`src/rtl/btn_conditioner.sv`:
```
// Button conditioner: 2-flop synchronizer, debounce FSM and registered press/release pulses.
// Define BTN_AUTOREPEAT_EN to add auto-repeat PRESS pulses while the button stays held.
module btn_conditioner #(
   parameter int FPGAFREQ        = 50_000_000,
   parameter int DEBOUNCE_MS     = 20,
   parameter int REPEAT_DELAY_MS = 500,
   parameter int REPEAT_RATE_MS  = 100
) (
   input  logic CLK,
   input  logic RST,
   input  logic BTN_IN,
   output logic BTN_LEVEL,
   output logic PRESS,
   output logic RELEASE
);

   localparam int TICKS_PER_MS = FPGAFREQ / 1000;
   localparam int N_RAW        = TICKS_PER_MS * DEBOUNCE_MS;
   localparam int N            = (N_RAW < 1) ? 1 : N_RAW;
   localparam int R0_RAW       = TICKS_PER_MS * REPEAT_DELAY_MS;
   localparam int R0           = (R0_RAW < 1) ? 1 : R0_RAW;
   localparam int R1_RAW       = TICKS_PER_MS * REPEAT_RATE_MS;
   localparam int R1           = (R1_RAW < 1) ? 1 : R1_RAW;

`ifdef BTN_AUTOREPEAT_EN
   localparam bit AUTOREPEAT = 1'b1;
`else
   localparam bit AUTOREPEAT = 1'b0;
`endif

   localparam int MAX_R     = (R0 > R1) ? R0 : R1;
   localparam int MAX_COUNT = (AUTOREPEAT && (MAX_R > N)) ? MAX_R : N;
   localparam int CW_RAW    = $clog2(MAX_COUNT);
   localparam int CW        = (CW_RAW < 1) ? 1 : CW_RAW;

   localparam logic [CW-1:0] N_LAST = CW'(N - 1);

   typedef enum logic [1:0] {
      IDLE         = 2'd0,
      PRESS_WAIT   = 2'd1,
      HELD         = 2'd2,
      RELEASE_WAIT = 2'd3
   } state_t;

   state_t        state;
   logic [CW-1:0] cnt;
   logic          sync_meta;
   logic          s;

   always_ff @(posedge CLK or posedge RST) begin
      if (RST) begin
         sync_meta <= 1'b0;
         s         <= 1'b0;
      end else begin
         sync_meta <= BTN_IN;
         s         <= sync_meta;
      end
   end

`ifdef BTN_AUTOREPEAT_EN
   localparam logic [CW-1:0] R0_LAST = CW'(R0 - 1);
   localparam logic [CW-1:0] R1_LAST = CW'(R1 - 1);

   logic [CW-1:0] rpt_timer;
   logic          repeating;
   logic [CW-1:0] rpt_target;

   assign rpt_target = repeating ? R1_LAST : R0_LAST;
`endif

   // Counters only ever step up to their terminal value, so they saturate rather than wrap.
   always_ff @(posedge CLK or posedge RST) begin
      if (RST) begin
         state     <= IDLE;
         cnt       <= '0;
         BTN_LEVEL <= 1'b0;
         PRESS     <= 1'b0;
         RELEASE   <= 1'b0;
`ifdef BTN_AUTOREPEAT_EN
         rpt_timer <= '0;
         repeating <= 1'b0;
`endif
      end else begin
         PRESS   <= 1'b0;
         RELEASE <= 1'b0;
         case (state)
            IDLE: begin
               if (s) begin
                  state <= PRESS_WAIT;
                  cnt   <= '0;
               end
            end
            PRESS_WAIT: begin
               if (!s) begin
                  state <= IDLE;
               end else if (cnt == N_LAST) begin
                  state     <= HELD;
                  PRESS     <= 1'b1;
                  BTN_LEVEL <= 1'b1;
`ifdef BTN_AUTOREPEAT_EN
                  rpt_timer <= '0;
                  repeating <= 1'b0;
`endif
               end else if (cnt < N_LAST) begin
                  cnt <= cnt + CW'(1);
               end
            end
            HELD: begin
               if (!s) begin
                  state <= RELEASE_WAIT;
                  cnt   <= '0;
               end
`ifdef BTN_AUTOREPEAT_EN
               else if (rpt_timer == rpt_target) begin
                  PRESS     <= 1'b1;
                  rpt_timer <= '0;
                  repeating <= 1'b1;
               end else if (rpt_timer < rpt_target) begin
                  rpt_timer <= rpt_timer + CW'(1);
               end
`endif
            end
            RELEASE_WAIT: begin
               // A bounce back to high resumes HELD with the repeat timer left where it froze.
               if (s) begin
                  state <= HELD;
               end else if (cnt == N_LAST) begin
                  state     <= IDLE;
                  RELEASE   <= 1'b1;
                  BTN_LEVEL <= 1'b0;
               end else if (cnt < N_LAST) begin
                  cnt <= cnt + CW'(1);
               end
            end
            default: begin
               state <= IDLE;
               cnt   <= '0;
            end
         endcase
      end
   end

endmodule

```
`config.mk`:
```
export PLATFORM = sky130hd
export DESIGN_NAME = btn_conditioner
export DESIGN_NICKNAME = d
export VERILOG_FILES = /design/src/rtl/btn_conditioner.sv
export SDC_FILE = /design/constraint.sdc
export NUM_CORES = 1
export LEC_CHECK = 0
export BUFFER_PORTS_ARGS = -buffer_cell sky130_fd_sc_hd__clkbuf_2
export CORE_MARGIN = 3
export CORE_UTILIZATION = 30
export DETAILED_ROUTE_END_ITERATION = 6
export PLACE_DENSITY = 0.44
export RECOVER_POWER = 100
export SYNTH_ARGS = -nofsm -noshare
export SYNTH_HDL_FRONTEND = slang
export SYNTH_SLANG_ARGS = --single-unit
export TNS_END_PERCENT = 100
```
`constraint.sdc`:
```
create_clock -name CLK -period 2.47 [get_ports CLK]
set_input_delay 0 -clock CLK [delete_from_list [all_inputs] [get_ports CLK]]
set_output_delay 0 -clock CLK [all_outputs]
set_load 0.02 [all_outputs]
```
==> results of run 1 <==
[metrics by stage]
step / std cells / hold slack (ps) / area [µm²] / setup slack, ps
finish: 260 / 364 / 1820 / 184
global route: 260 / 393 / 1820 / 30.0
CTS: 260 / 363 / 1840 / 177
detailed placement: 254 / 116 / 1780 / 192
global placement: 254 / 111 / 1780 / 237
floorplan: 176 / 31.4 / 1620 / 341
[per-layer routing]
metal	track usage (%)	share of wire [%]	up-vias
li1	-	-	690
met1	20.4	52	698
met2	19.9	43	33
met3	2.93	4.1	4
met4	3.44	0.93	0
met5	0	0	-
[timing repair]
item | CTS | global route
endpoints found under the hold margin | 20 | 0
gates resized for setup | 0 | 0
hold buffers | 2 | 0
[power groups by stage]
stage | sequential, µW | clock, µW | combinational, µW
floorplan | 482 | 0 | 49.8
global placement | 485 | 0 | 67.5
detailed placement | 486 | 0 | 69.1
CTS | 477 | 279 | 71.8
global route | 480 | 291 | 78.6
finish | 478 | 259 | 69.1
[area by class of cell]
| class | instances | share of cell area [%] |
|---|---|---|
| multi-input combinational | 137 | 47.7 |
| sequential | 27 | 37.1 |
| timing repair buffer | 17 | 6.87 |
| tap | 70 | 4.81 |
| clock buffer | 4 | 2.47 |
| inverter | 5 | 1.03 |
[synthesized netlist by cell type (all sizes together), types with 3 or more instances]
library cell / number
and2: 4
and3: 4
buf: 3
clkbuf: 4
dfrtp: 27
inv: 4
mux2: 5
nand2: 16
nand2b: 3
nand3: 18
nand3b: 4
nand4: 5
nor2: 8
nor3: 3
nor4: 4
o211ai: 8
o21ai: 17
o31ai: 5
or3: 8
or4: 3
[path summary, 6_finish.rpt]
kind | from | end | slack [ps] | cells after the start
min in group asynchronous | RST | BTN_LEVEL | 510 | 3
max in group asynchronous | RST | cnt[2] | 1340 | 3
min reg2reg | sync_meta | s | 360 | 0
max | cnt[0] | cnt[5] | 180 | 7
max reg2reg | cnt[0] | cnt[5] | 180 | 7
min | sync_meta | s | 360 | 0
[kinds of logic (layout without fill, tap and decap cells)]
| logic type | count (synthesis) | count (layout) | share of synthesized area [%] |
|---|---|---|---|
| AOI/OAI and AO/OA | 43 | 43 | 18.7 |
| xor gates and xnor gates | 1 | 1 | 0.542 |
| adders and majority gates | 1 | 1 | 0.774 |
| buffers and inverters | 12 | 26 | 3.71 |
| DFF | 27 | 27 | 41.8 |
| muxes | 6 | 6 | 4.80 |
| and+or+nand+nor | 86 | 86 | 29.6 |
[sequential cells by signal, indices dropped and copies added, names as in the netlist, named ones only]
| signal | cells |
|---|---|
| state | 1 |
| BTN_LEVEL | 1 |
| cnt | 20 |
| sync_meta | 1 |
| RELEASE | 1 |
| PRESS | 1 |
| s | 1 |
[cells in the final DEF (no fill, tap or decap), drive strengths merged, types with 2 or more instances in the layout]
| cell type | count |
|---|---|
| o311ai | 2 |
| nand4 | 5 |
| nor2 | 8 |
| nor3 | 3 |
| o211ai | 8 |
| buf | 9 |
| o31a | 2 |
| o21ai | 17 |
| dlygate4sd3 | 2 |
| or2 | 2 |
| clkbuf | 10 |
| nor4 | 4 |
| nor3b | 2 |
| or4 | 3 |
| nand3 | 18 |
| nand3b | 4 |
| mux2 | 5 |
| and3 | 4 |
| and2 | 4 |
| inv | 4 |
| or3 | 8 |
| nand2b | 3 |
| a22o | 2 |
| nand2 | 16 |
| o31ai | 5 |
| dfrtp | 27 |
==> results.md, run 1 <==
- Run status: finished, final reports clean
- Avg Inst Size Synth: 9.18 µm²
- Core outline area: 0.00517 mm²
- Top cell type's share of synthesized area: 41.8%
- Number of synthesized flops with an enable pin: 0
- CTS clock-pin slew for the worst setup and hold paths: 100 ps
- CP required: around 2600 ps
- Number of standard cells after synthesis: ~180
- Max Clock Skew: between 4 and 5 ps
- Detailed-routing iteration count for the pre-antenna-repair pass: 4
- H-tree depth reported by CTS: 1
- Maximum VDD drop: 0.253 mV
- Power share of the combinational group: 8.6%
- Sink Count: 27
- Total of max-cap violations: 0
- Number of buffers on the longest clock path: 2
- Cell chosen for the clock root: sky130_fd_sc_hd__clkbuf_8
- Register area: 676 µm²
- Number of distinct standard cells referenced by the synthesized netlist: 44
- P_int: 600 µW
- Critical Path Slowest Stage Cell: sky130_fd_sc_hd__or4_4
- Clock power share: 32.2%
- Largest net degree at the start of global routing: 28
- DRC marker count from the first detailed-route iteration: ~110
- CTS tree: done
- Fillers: 519
- Proportion of synthesized flip-flops having asynchronous set or reset: between 90% and 100%
- Launching element type of the critical path: flip-flop
- Average wire per cell in the routed design: 15.3 µm
- Number of vias in the routed layout: roughly 1400
- Overall Global Routing Usage: a little over an eighth
- Initial antenna violation count: 0
- Synth warnings: 0
- Top cells by area, synth: sky130_fd_sc_hd__dfrtp_1 (42%), sky130_fd_sc_hd__nand3_1 (5.6%), sky130_fd_sc_hd__o21ai_0 (5.0%)
- Number of nets in the layout: 195
- Utilization of the core after routing: 35.2%
- Final Power: 806 µW
- Detailed placement HPWL: 2780 µm
- Std cell rows: 26
- Width of the die: 79.4 µm
- Final max-slew violation count: 0
- Wire length of the first global-routing pass: 6870 µm
- Worst Setup Path Type: flip-flop to flip-flop
- Maximum operating frequency: roughly 0.44 GHz
- DRC violations left: 0
- Drt via density: 5.48
- Crit-path max cell delay: 570 ps
- Total die area: roughly 0.0063 mm²
- Remaining max-slew budget at the tightest pin: 30.7%
- Number of antenna diodes: 0
- Family of cells with the greatest summed delay on the critical path: simple AND/OR/NAND/NOR gates
- Final critical-path share of the clock period: 92.6%
- Setup tns final: 0 ps
- Top Ports: 6
- Count of endpoints failing setup in the final report: 0
- Fraction of layout instances using a drive strength above 1: between 10% and 20%
- Share of total power in sequential cells: 59.3%
- Starting density of the core: 31.3%
- Hold Vio Cnt, Final: 0
- Cell area after synthesis: 0.00162 mm²
- Nature of the critical path endpoint: flip-flop
- Source-to-sink clock delay at the later pin of the worst-skew pair: 270 ps
- Y dimension of the die: roughly 79 µm
- Critical path fanouts, max: 14
- NetSw: 206 µW
- Multi-input gate area in the final layout: between 800 and 900 µm²
- Buffers inserted by post-CTS timing repair: 0
- RSZ-0062 raised after global routing: no
- Net Count, Synth: 180
- Sum of buffers and inverters on the critical path: 1
- Slew at the pin with the worst max-slew slack: 1040 ps
- Part of the Yosys area used for sequential elements: 41.8%
- Leak pwr: 0.000693 µW
- Number of global-route vias before repair: 1347
- Number of nets with antenna violations after routing: 0
- Dominant cell type by area after synthesis: sky130_fd_sc_hd__dfrtp_1
- Routability cong.: 0.787
- Synthesis-to-layout area growth: 12.6%
- Buffers on Ports: 5
- Sw Share: 25.5%
- Overall routed net length: 3970 µm
- Total global routing overflow: 0
- Tightest Hold Check Type: flip-flop to flip-flop
- Critical path cell sequence: ha_1, nand3_1, or4_4, o21ai_2, inv_1, nand2b_2, o311ai_0
- Top FF cell, synth: sky130_fd_sc_hd__dfrtp_1
- Final period demand of the worst path: 2290 ps
- P per Cell Area: roughly 440 mW/mm²
- Total CTS buffers: 3
- Flip-flop and latch count after synthesis: 27
- CP arrival: approximately 2400 ps
(Power assumes the default switching activity.)
==> run 2, diff against run 1 <==
--- a/config.mk
+++ b/config.mk
@@ -6,7 +6,7 @@
 export NUM_CORES = 1
 export LEC_CHECK = 0
 export BUFFER_PORTS_ARGS = -buffer_cell sky130_fd_sc_hd__clkbuf_2
-export CORE_MARGIN = 3
+export CORE_MARGIN = 2
 export CORE_UTILIZATION = 30
 export DETAILED_ROUTE_END_ITERATION = 6
 export PLACE_DENSITY = 0.44
==> results.md, run 2 (synthesis gave the netlist of run 1 again) <==
- Worst r2r path cells: 7
- Register with the most flip-flops: cnt
- Fillers: 551
- Worst Setup Path Type: flip-flop to flip-flop
- Maximum operating frequency: 0.432 GHz
- Final critical-path share of the clock period: between 90% and 100%
- Number of buffers on the longest clock path: 2
- Slew at the pin with the worst max-slew slack: 876 ps
- Tightest Hold Check Type: input pin to async pin
- Final period demand of the worst path: 2320 ps
- Final max-slew violation count: 0
- Critical path fanouts, max: 11
- CP required: 2640 ps
- CTS tree: done
- Routability cong.: 0.773
- Detailed placement HPWL: between 2000 and 3000 µm
- Initial antenna violation count: 0
- Setup slack of the worst register-to-register path: 150 ps
- Sink Count: 27
- Count of endpoints failing setup in the final report: 0
- Number of nets with antenna violations after routing: 0
- Worst hold-check slack: about 270 ps
- Remaining max-slew budget at the tightest pin: around two fifths
- Number of global-route vias before repair: 1384
- H-tree depth reported by CTS: 1
- Total global routing overflow: 0
- Cell chosen for the clock root: sky130_fd_sc_hd__clkbuf_8
- Launching point of the worst reg2reg path: cnt[0]
- Number of antenna diodes: 0
- Wire length of the first global-routing pass: 6850 µm
- Crit-path max cell delay: approximately 570 ps
- Sum of buffers and inverters on the critical path: 1
- Buffers on Ports: 5
- Number of vias in the routed layout: around 1400
- Y dimension of the die: 77.4 µm
- Total of max-cap violations: 0
- Critical path cell sequence: ha_1, nand3_1, or4_4, o21ai_2, buf_4, nor2_4, mux2_1
- Overall routed net length: 4020 µm
- Setup tns final: 0 ps
- Post-place setup slack: 195 ps
- Number of nets in the layout: between 150 and 200
- Starting density of the core: between 30% and 40%
- Width of the die: approximately 77 µm
- DRC violations left: 0
- Maximum VDD drop: 0.201 mV
- Top Ports: 6
- Total die area: 0.00599 mm²
- P per Cell Area: 449 mW/mm²
- Std cell rows: 26
- Leading cell type in the layout, fill and taps excluded: sky130_fd_sc_hd__dfrtp_1
- Flip-flop count of the largest register, all copies and words added: 20
- Average wire per cell in the routed design: 15.5 µm
- Nature of the critical path endpoint: flip-flop
- DRC marker count from the first detailed-route iteration: 82
- Leak pwr: 0.000683 µW
- Family of cells with the greatest summed delay on the critical path: simple AND/OR/NAND/NOR gates
- Final Power: about 810 µW
- Source-to-sink clock delay at the later pin of the worst-skew pair: 280 ps
- Endpoint of the worst-slack reg-to-reg timing path: cnt[8]
- Core outline area: approximately 0.0051 mm²
- CP arrival: 2490 ps
- Hold Vio Cnt, Final: 0
- Utilization of the core after routing: 35.2%
- Max Clock Skew: 5.06 ps
- Drt via density: between 5 and 6
- RSZ-0062 raised after global routing: no
- Top library cells by usage in the layout, fill and taps aside: sky130_fd_sc_hd__dfrtp_1 (27), sky130_fd_sc_hd__nand3_1 (18), sky130_fd_sc_hd__nand2_1 (16), sky130_fd_sc_hd__o21ai_0 (16)
- Critical Path Slowest Stage Cell: sky130_fd_sc_hd__or4_4
- Largest net degree at the start of global routing: 26
- Launching element type of the critical path: flip-flop
- Setup slack of the critical path after layout: 153 ps
- Synthesis-to-layout area growth: 11.9%
- Fraction of layout instances using a drive strength above 1: 12.6%
- Total CTS buffers: 3
- Run status: finished, final reports clean
- Overall Global Routing Usage: approximately 14%
- CTS clock-pin slew for the worst setup and hold paths: 100 ps
- Detailed-routing iteration count for the pre-antenna-repair pass: 4
## run 2: power breakdown
group          switching [µW]  internal (µW)  total (µW)
combinational            42.9           25.3        68.1
sequential               22.0            457         479
clock                     151            115         265
total                     216            597         813
## run 2: area by class of cell
type | count | area [µm²] | area share, %
Tap cell | 70 | 87.6 | 4.84
Clock buffer | 3 | 41.3 | 2.28
Clock inverter | 1 | 7.51 | 0.415
Sequential cell | 27 | 676 | 37.3
Multi-Input combinational cell | 137 | 870 | 48.1
Inverter | 5 | 18.8 | 1.04
Timing Repair Buffer | 17 | 109 | 6.02
## run 2: tightest hold or removal path, delay by kind of cell
family   cells  cell delay, ps
buf+inv      3            1010
## run 2: per-stage QoR
stage / std cells / area [µm²]
6_report: 260 / 1810
5_1_grt: 260 / 1810
4_1_cts: 260 / 1830
3_5_place_dp: 254 / 1760
3_3_place_gp: 254 / 1760
2_1_floorplan: 176 / 1620
## run 2: metal layers
metal / vias to the layer above / part of all wire (%) / GRT usage [%]
li1: 699 / - / -
met1: 719 / 49 / 19.6
met2: 16 / 48 / 24.0
met3: 4 / 1.8 / 1.86
met4: 0 / 1.1 / 4.29
met5: - / 0 / 0
## run 2: what timing repair did
| item | CTS | global route |
|---|---|---|
| setup endpoints to repair | 0 | 0 |
| buffers inserted | 0 | 0 |
| hold buffers | 2 | 0 |
| hold endpoints to repair | 14 | 0 |
| resized for setup | 0 | 0 |
## run 2: how the worst max path moves through the flow
stage	from	slack [ps]	endpoint	cells after the start
after floorplan	cnt[6]	340	cnt[12]	6
after global placement	cnt[0]	230	cnt[5]	7
after detailed placement	cnt[0]	200	cnt[12]	7
after CTS	cnt[0]	160	cnt[12]	7
after global routing	cnt[0]	20	cnt[5]	7
final	cnt[0]	150	cnt[8]	7
